<file path="src/rtl/bridge_uart_tx_pkg.sv">
`default_nettype none
// ============================================================================
// Module      : bridge_uart_tx_pkg
// Description : Shared definitions for the host-bridge response path:
//               frame byte constants, nibble-to-ASCII helper and the
//               sequencer / transmitter state encodings.
// Revision    : 1.0 - initial release
// ============================================================================
package bridge_uart_tx_pkg;

  localparam logic [7:0] M_CHAR = 8'h4D;
  localparam logic [7:0] CR     = 8'h0D;
  localparam logic [7:0] LF     = 8'h0A;

  // Index of the final byte (LF) in the seven-byte frame.
  localparam logic [2:0] LAST_IDX = 3'd6;

  typedef enum logic [1:0] {
    SEQ_IDLE = 2'd0,
    SEQ_SEND = 2'd1,
    SEQ_WAIT = 2'd2
  } seq_state_e;

  typedef enum logic [1:0] {
    TX_IDLE  = 2'd0,
    TX_START = 2'd1,
    TX_DATA  = 2'd2,
    TX_STOP  = 2'd3
  } tx_state_e;

  // Uppercase hex digit for one nibble: 0-9 -> '0'..'9', 10-15 -> 'A'..'F'.
  // 8'h37 + n equals 8'h41 + (n - 10) for n >= 10.
  function automatic logic [7:0] hex_ascii(input logic [3:0] nib);
    if (nib < 4'd10) begin
      return 8'h30 + {4'b0000, nib};
    end
    return 8'h37 + {4'b0000, nib};
  endfunction

endpackage : bridge_uart_tx_pkg
`default_nettype wire

</file>
<file path="src/rtl/bridge_uart_tx_uart_tx.sv">
`default_nettype none
// ============================================================================
// Module      : uart_tx
// Description : 8N1 UART transmitter. A start request while idle latches
//               one byte and sends start bit, eight data bits LSB first,
//               and a stop bit, each CLOCKS_PER_BAUD cycles long.
// Ports       : clk, rst_n (sync, active-low)
//               data_i[7:0] byte to send, start_i request (honoured when idle)
//               done_o      high while idle, tx serial line (idles high)
// Revision    : 1.0 - initial release
// ============================================================================
module uart_tx
  import bridge_uart_tx_pkg::*;
#(
  parameter int CLOCKS_PER_BAUD = 868
) (
  input  logic       clk,
  input  logic       rst_n,
  input  logic [7:0] data_i,
  input  logic       start_i,
  output logic       done_o,
  output logic       tx
);

  localparam int BAUD_W = (CLOCKS_PER_BAUD > 2) ? $clog2(CLOCKS_PER_BAUD) : 1;
  localparam logic [BAUD_W-1:0] BAUD_LAST = BAUD_W'(CLOCKS_PER_BAUD - 1);

  tx_state_e         state_q, state_d;
  logic [BAUD_W-1:0] baud_q, baud_d;
  logic [2:0]        bit_q, bit_d;
  logic [7:0]        shreg_q, shreg_d;
  logic              tx_q, tx_d;
  logic              baud_done;

  assign baud_done = (baud_q == BAUD_LAST);

  always_comb begin
    state_d = state_q;
    baud_d  = baud_q;
    bit_d   = bit_q;
    shreg_d = shreg_q;
    case (state_q)
      TX_IDLE: begin
        baud_d = '0;
        bit_d  = '0;
        if (start_i) begin
          shreg_d = data_i;
          state_d = TX_START;
        end
      end
      TX_START: begin
        if (baud_done) begin
          baud_d  = '0;
          state_d = TX_DATA;
        end else begin
          baud_d = baud_q + 1'b1;
        end
      end
      TX_DATA: begin
        if (baud_done) begin
          baud_d = '0;
          if (bit_q == 3'd7) begin
            bit_d   = '0;
            state_d = TX_STOP;
          end else begin
            bit_d = bit_q + 3'd1;
          end
        end else begin
          baud_d = baud_q + 1'b1;
        end
      end
      TX_STOP: begin
        if (baud_done) begin
          baud_d  = '0;
          state_d = TX_IDLE;
        end else begin
          baud_d = baud_q + 1'b1;
        end
      end
      default: state_d = TX_IDLE;
    endcase
  end

  // The line is registered from the current state, so it trails the state
  // by one cycle; every bit still lasts exactly CLOCKS_PER_BAUD cycles.
  always_comb begin
    tx_d = 1'b1;
    case (state_q)
      TX_START: tx_d = 1'b0;
      TX_DATA:  tx_d = shreg_q[bit_q];
      default:  tx_d = 1'b1;
    endcase
  end

  always_ff @(posedge clk) begin
    if (!rst_n) begin
      state_q <= TX_IDLE;
      baud_q  <= '0;
      bit_q   <= '0;
      shreg_q <= '0;
      tx_q    <= 1'b1;
    end else begin
      state_q <= state_d;
      baud_q  <= baud_d;
      bit_q   <= bit_d;
      shreg_q <= shreg_d;
      tx_q    <= tx_d;
    end
  end

  assign done_o = (state_q == TX_IDLE);
  assign tx     = tx_q;

endmodule : uart_tx
`default_nettype wire

</file>
<file path="src/rtl/bridge_uart_tx.sv">
`default_nettype none
// ============================================================================
// Module      : bridge_uart_tx
// Description : Host-bridge response path. A read response word is sent as
//               the ASCII frame 'M' + four uppercase hex digits + CR + LF
//               over an 8N1 UART. Write acks produce no output.
// Ports       : clk, rst_n (sync, active-low)
//               data_i[15:0] response word, rw_i 1=read, valid_i strobe
//               busy_o frame in progress, tx serial line (idles high)
// Revision    : 1.0 - initial release
// ============================================================================
module bridge_uart_tx
  import bridge_uart_tx_pkg::*;
#(
  parameter int CLOCKS_PER_BAUD = 868
) (
  input  logic        clk,
  input  logic        rst_n,
  input  logic [15:0] data_i,
  input  logic        rw_i,
  input  logic        valid_i,
  output logic        busy_o,
  output logic        tx
);

  seq_state_e  state_q, state_d;
  logic [2:0]  idx_q, idx_d;
  logic [15:0] word_q, word_d;
  logic        byte_start;
  logic [7:0]  byte_sel;
  logic        tx_done;

  always_comb begin
    state_d    = state_q;
    idx_d      = idx_q;
    word_d     = word_q;
    byte_start = 1'b0;
    case (state_q)
      SEQ_IDLE: begin
        if (valid_i && rw_i) begin
          word_d  = data_i;
          idx_d   = '0;
          state_d = SEQ_SEND;
        end
      end
      SEQ_SEND: begin
        byte_start = 1'b1;
        state_d    = SEQ_WAIT;
      end
      SEQ_WAIT: begin
        // The transmitter left IDLE on the SEND edge, so done here means
        // the current byte's stop bit has finished.
        if (tx_done) begin
          if (idx_q < LAST_IDX) begin
            idx_d   = idx_q + 3'd1;
            state_d = SEQ_SEND;
          end else begin
            state_d = SEQ_IDLE;
          end
        end
      end
      default: state_d = SEQ_IDLE;
    endcase
  end

  always_comb begin
    byte_sel = LF;
    case (idx_q)
      3'd0:    byte_sel = M_CHAR;
      3'd1:    byte_sel = hex_ascii(word_q[15:12]);
      3'd2:    byte_sel = hex_ascii(word_q[11:8]);
      3'd3:    byte_sel = hex_ascii(word_q[7:4]);
      3'd4:    byte_sel = hex_ascii(word_q[3:0]);
      3'd5:    byte_sel = CR;
      default: byte_sel = LF;
    endcase
  end

  always_ff @(posedge clk) begin
    if (!rst_n) begin
      state_q <= SEQ_IDLE;
      idx_q   <= '0;
      word_q  <= '0;
    end else begin
      state_q <= state_d;
      idx_q   <= idx_d;
      word_q  <= word_d;
    end
  end

  assign busy_o = (state_q != SEQ_IDLE);

  uart_tx #(
    .CLOCKS_PER_BAUD (CLOCKS_PER_BAUD)
  ) u_uart_tx (
    .clk     (clk),
    .rst_n   (rst_n),
    .data_i  (byte_sel),
    .start_i (byte_start),
    .done_o  (tx_done),
    .tx      (tx)
  );

endmodule : bridge_uart_tx
`default_nettype wire

</file>
<file path="config.mk">
export PLATFORM = sky130hd
export DESIGN_NAME = bridge_uart_tx
export DESIGN_NICKNAME = d
export VERILOG_FILES = /design/src/rtl/bridge_uart_tx_pkg.sv /design/src/rtl/bridge_uart_tx_uart_tx.sv /design/src/rtl/bridge_uart_tx.sv
export SDC_FILE = /design/constraint.sdc
export NUM_CORES = 1
export LEC_CHECK = 0
export CAP_MARGIN = 30
export CORE_AREA = 2 2 68 83
export CTS_BUF_LIST = sky130_fd_sc_hd__clkbuf_2 sky130_fd_sc_hd__clkbuf_4 sky130_fd_sc_hd__clkbuf_8
export CTS_CLUSTER_SIZE = 28
export DETAILED_ROUTE_END_ITERATION = 10
export DIE_AREA = 0 0 70 85
export PLACE_DENSITY = 0.76
export SYNTH_ARGS = -nofsm -noshare
export SYNTH_HDL_FRONTEND = slang
export SYNTH_SLANG_ARGS = --single-unit
</file>
<file path="constraint.sdc">
create_clock -name clk -period 5.9 [get_ports clk]
set_input_delay 1.18 -clock clk [delete_from_list [all_inputs] [get_ports clk]]
set_output_delay 1.18 -clock clk [all_outputs]
set_load 0.01 [all_outputs]
</file>
==> metrics.cfg <==
[grt]
grt_pass1_wl_mm = 8.69
grt_pass1_vias = 2011
track_usage_pct = 17.5
grt_start_max_net_pins = 29
antenna_found_initial = 0
grt-ovfl-total = 0

[cts]
clock-root-buffer = clkbuf_8
h-tree-depth = 2
clk_latency_ns = 0.30
clkTransAtPathRegs_ns = 0.09
ctsResizeCount = 0
clock_sinks = 44
cts-buffers-inserted = 5
cts.path.max_buffers = 2
hold_buffers = 0
cts_tree = yes
cts_setup_buffers = 0

[setup_path]
rrSetupSlack_ns = 3.68
r2r_end = u_uart_tx.shreg_q[0]$_SDFFE_PN0P_
cp.required_ns = 4.72
reg2reg_depth = 6
start_kind = flip-flop
r2r_start = idx_q[2]$_SDFFE_PN0P_
crit_fanout = 6
worst-setup-path-type = reg2out
cp-end-kind = output port
worstPathArrival_ns = 1.42

[sta]
setup_viol = 0
fin_skew_ns = 0.00875
slew_headroom_pct = 34.0
rsz0062_at_grt = false
tightestPinTransition_ns = 0.986
hold_viol = 0
report.final.slew_viol_count = 0
fin_crit_ns = 2.60
fin_crit_sh_pct = 44.1
fin_tns_setup_ns = 0
fmax_mhz = 384

[floorplanning]
die_area_sq_um = 5950
die_x_microns = 70
die_height_microns = 85
ios = 22
start_util_pct = 46.6
row_count = 29
core-area_sq_um = 5150

[cells_and_area]
final_common_cell = nand2_1
final_cells = 380
syn_to_final_growth_pct = 15.5
n_fill_cell = 504
nets = 354
antennaDiodeCount = 0
drive_gt1_share_pct = 5.35
mostFrequentLayoutCells = 45 x nand2_1, 44 x dfxtp_1, 27 x nor2_1

[detailed_routing]
avgRoutedWirePerCell_microns = 13.0
detail-route-antenna-nets = 0
first_pass_iters = 6
num_vias = 2108
drt-total-wl_mm = 4.93
viasPerCell = 5.55
drcViolationCount = 0
drt_iter0_markers = 120

[hold_path]
holdCritStartpoint = u_uart_tx.shreg_q[6]$_SDFFE_PN0P_
min_to = u_uart_tx.shreg_q[6]$_SDFFE_PN0P_
hp-class = reg2reg
hold_depth = 2

[logic_synthesis]
ys_ff_latch = 44
syn_inst = 297
ys.flop_type = dfxtp_1
async_flop_share_pct = 0
seq_area_frac_synth_pct = 36.7
syn-cell-area_sq_um = 2400
ys_types = 49
syn_nets = 334
synth_enable_flop_cells = 0
syn_area_per_cell_sq_um = 8.09
synth-warning-count = 0

[placed_design]
gp_congestion = 0.877
io_buffers = 21
post-dp-hpwl_mm = 3.50
placedCellCount = 372

[flow_run]
cap_violations = 0

[pwr]
ir_drop_v = 0.000186
power_density_nw_per_um2 = 265
p_leak_nw = 1.01

[run_status]
status = completed

==> synth_stat cells, types with 3 or more instances <==
| cell | n | area share (%) |
|---|---|---|
| and4b_1 | 3 | 1.3 |
| nor2b_1 | 6 | 1.6 |
| xnor2_1 | 8 | 2.9 |
| o21ai_0 | 18 | 3.8 |
| a22oi_1 | 6 | 1.9 |
| or2_2 | 3 | 0.78 |
| and2_1 | 4 | 1.0 |
| a21oi_1 | 25 | 5.2 |
| nand3b_1 | 3 | 0.94 |
| a21boi_0 | 4 | 1.3 |
| a31oi_1 | 3 | 0.78 |
| nor2_1 | 27 | 4.2 |
| and3_1 | 4 | 1.0 |
| mux2i_1 | 3 | 1.3 |
| inv_1 | 18 | 2.8 |
| xor2_1 | 4 | 1.5 |
| clkbuf_1 | 6 | 0.94 |
| nand3_1 | 10 | 2.1 |
| o211ai_1 | 5 | 1.6 |
| nand2_1 | 45 | 7.0 |
| ha_1 | 17 | 8.9 |
| dfxtp_1 | 44 | 37 |
==> power by group <==
| group | switching (W) | internal [W] |
|---|---|---|
| registers | 0.0000213 | 0.000319 |
| logic | 0.0000852 | 0.0000700 |
| clock network | 0.000111 | 0.000128 |
==> worst max-delay path by stage <==
stage | startpoint | end | slack [ns] | cells past startpoint
3_5_place_dp | valid_i | word_q[3]$_SDFFE_PN0P_ | 3.07 | 5
2_1_floorplan | valid_i | word_q[10]$_SDFFE_PN0P_ | 3.79 | 6
5_1_grt | valid_i | word_q[15]$_SDFFE_PN0P_ | 3.17 | 5
6_report | state_q[1]$_SDFFE_PN0P_ | busy_o | 3.30 | 2
4_1_cts | state_q[1]$_SDFFE_PN0P_ | busy_o | 3.28 | 2
3_3_place_gp | valid_i | word_q[1]$_SDFFE_PN0P_ | 3.10 | 5
==> cells by family (layout without fill, tap and decap cells) <==
group | after synthesis | after routing | share of synthesized area, %
simple gates | 117 | 117 | 24.1
fa+ha+maj | 17 | 17 | 8.85
buf+inv | 27 | 48 | 4.22
xor+xnor | 12 | 12 | 4.37
mux | 4 | 4 | 2.19
compound gates | 76 | 76 | 19.6
flops | 44 | 44 | 36.7
==> per-layer routing <==
metal | global-route usage (%) | wire, microns | vias to the layer above
li1 | - | - | 1079
met1 | 21.3 | 2270 | 972
met2 | 30.5 | 2350 | 48
met3 | 3.80 | 227 | 9
met4 | 6.47 | 80 | 0
met5 | 0 | 0 | -
==> final cells by class <==
class	instances	area [sq um]	share of cell area (%)
inverters	19	71.3	2.57
clock buffers	5	68.8	2.48
repair buffers	21	210	7.57
multi-input cells	226	1420	51.2
well taps	62	77.6	2.80
flip-flops and latches	44	881	31.7
clock inverters	3	46.3	1.67
==> stage by stage <==
step	setup slack (ns)	hold WS (ns)	util (%)	total power, W	area, sq um
global route	3.17	0.483	53.9	0.000773	2780
detailed placement	3.07	0.449	51.6	0.000498	2660
global placement	3.10	0.446	51.6	0.000494	2660
floorplan	3.79	0.436	-	0.000450	2400
CTS	3.28	0.461	53.9	0.000739	2780
finish	3.30	0.461	53.9	0.000734	2780
==> sequential cells by signal (all words and copies together), names as in the netlist <==
signal             count
idx_q                  3
state_q                2
u_uart_tx.baud_q      10
u_uart_tx.bit_q        3
u_uart_tx.shreg_q      7
u_uart_tx.state_q      2
u_uart_tx.tx           1
word_q                16
==> critical path, cell delays in order, from the launching register on <==
cell	delay [ns]
dfxtp_1	0.42
or2_1	0.16
clkdlybuf4s50_1	0.55
Note: power is estimated with default switching activity, not from simulation.
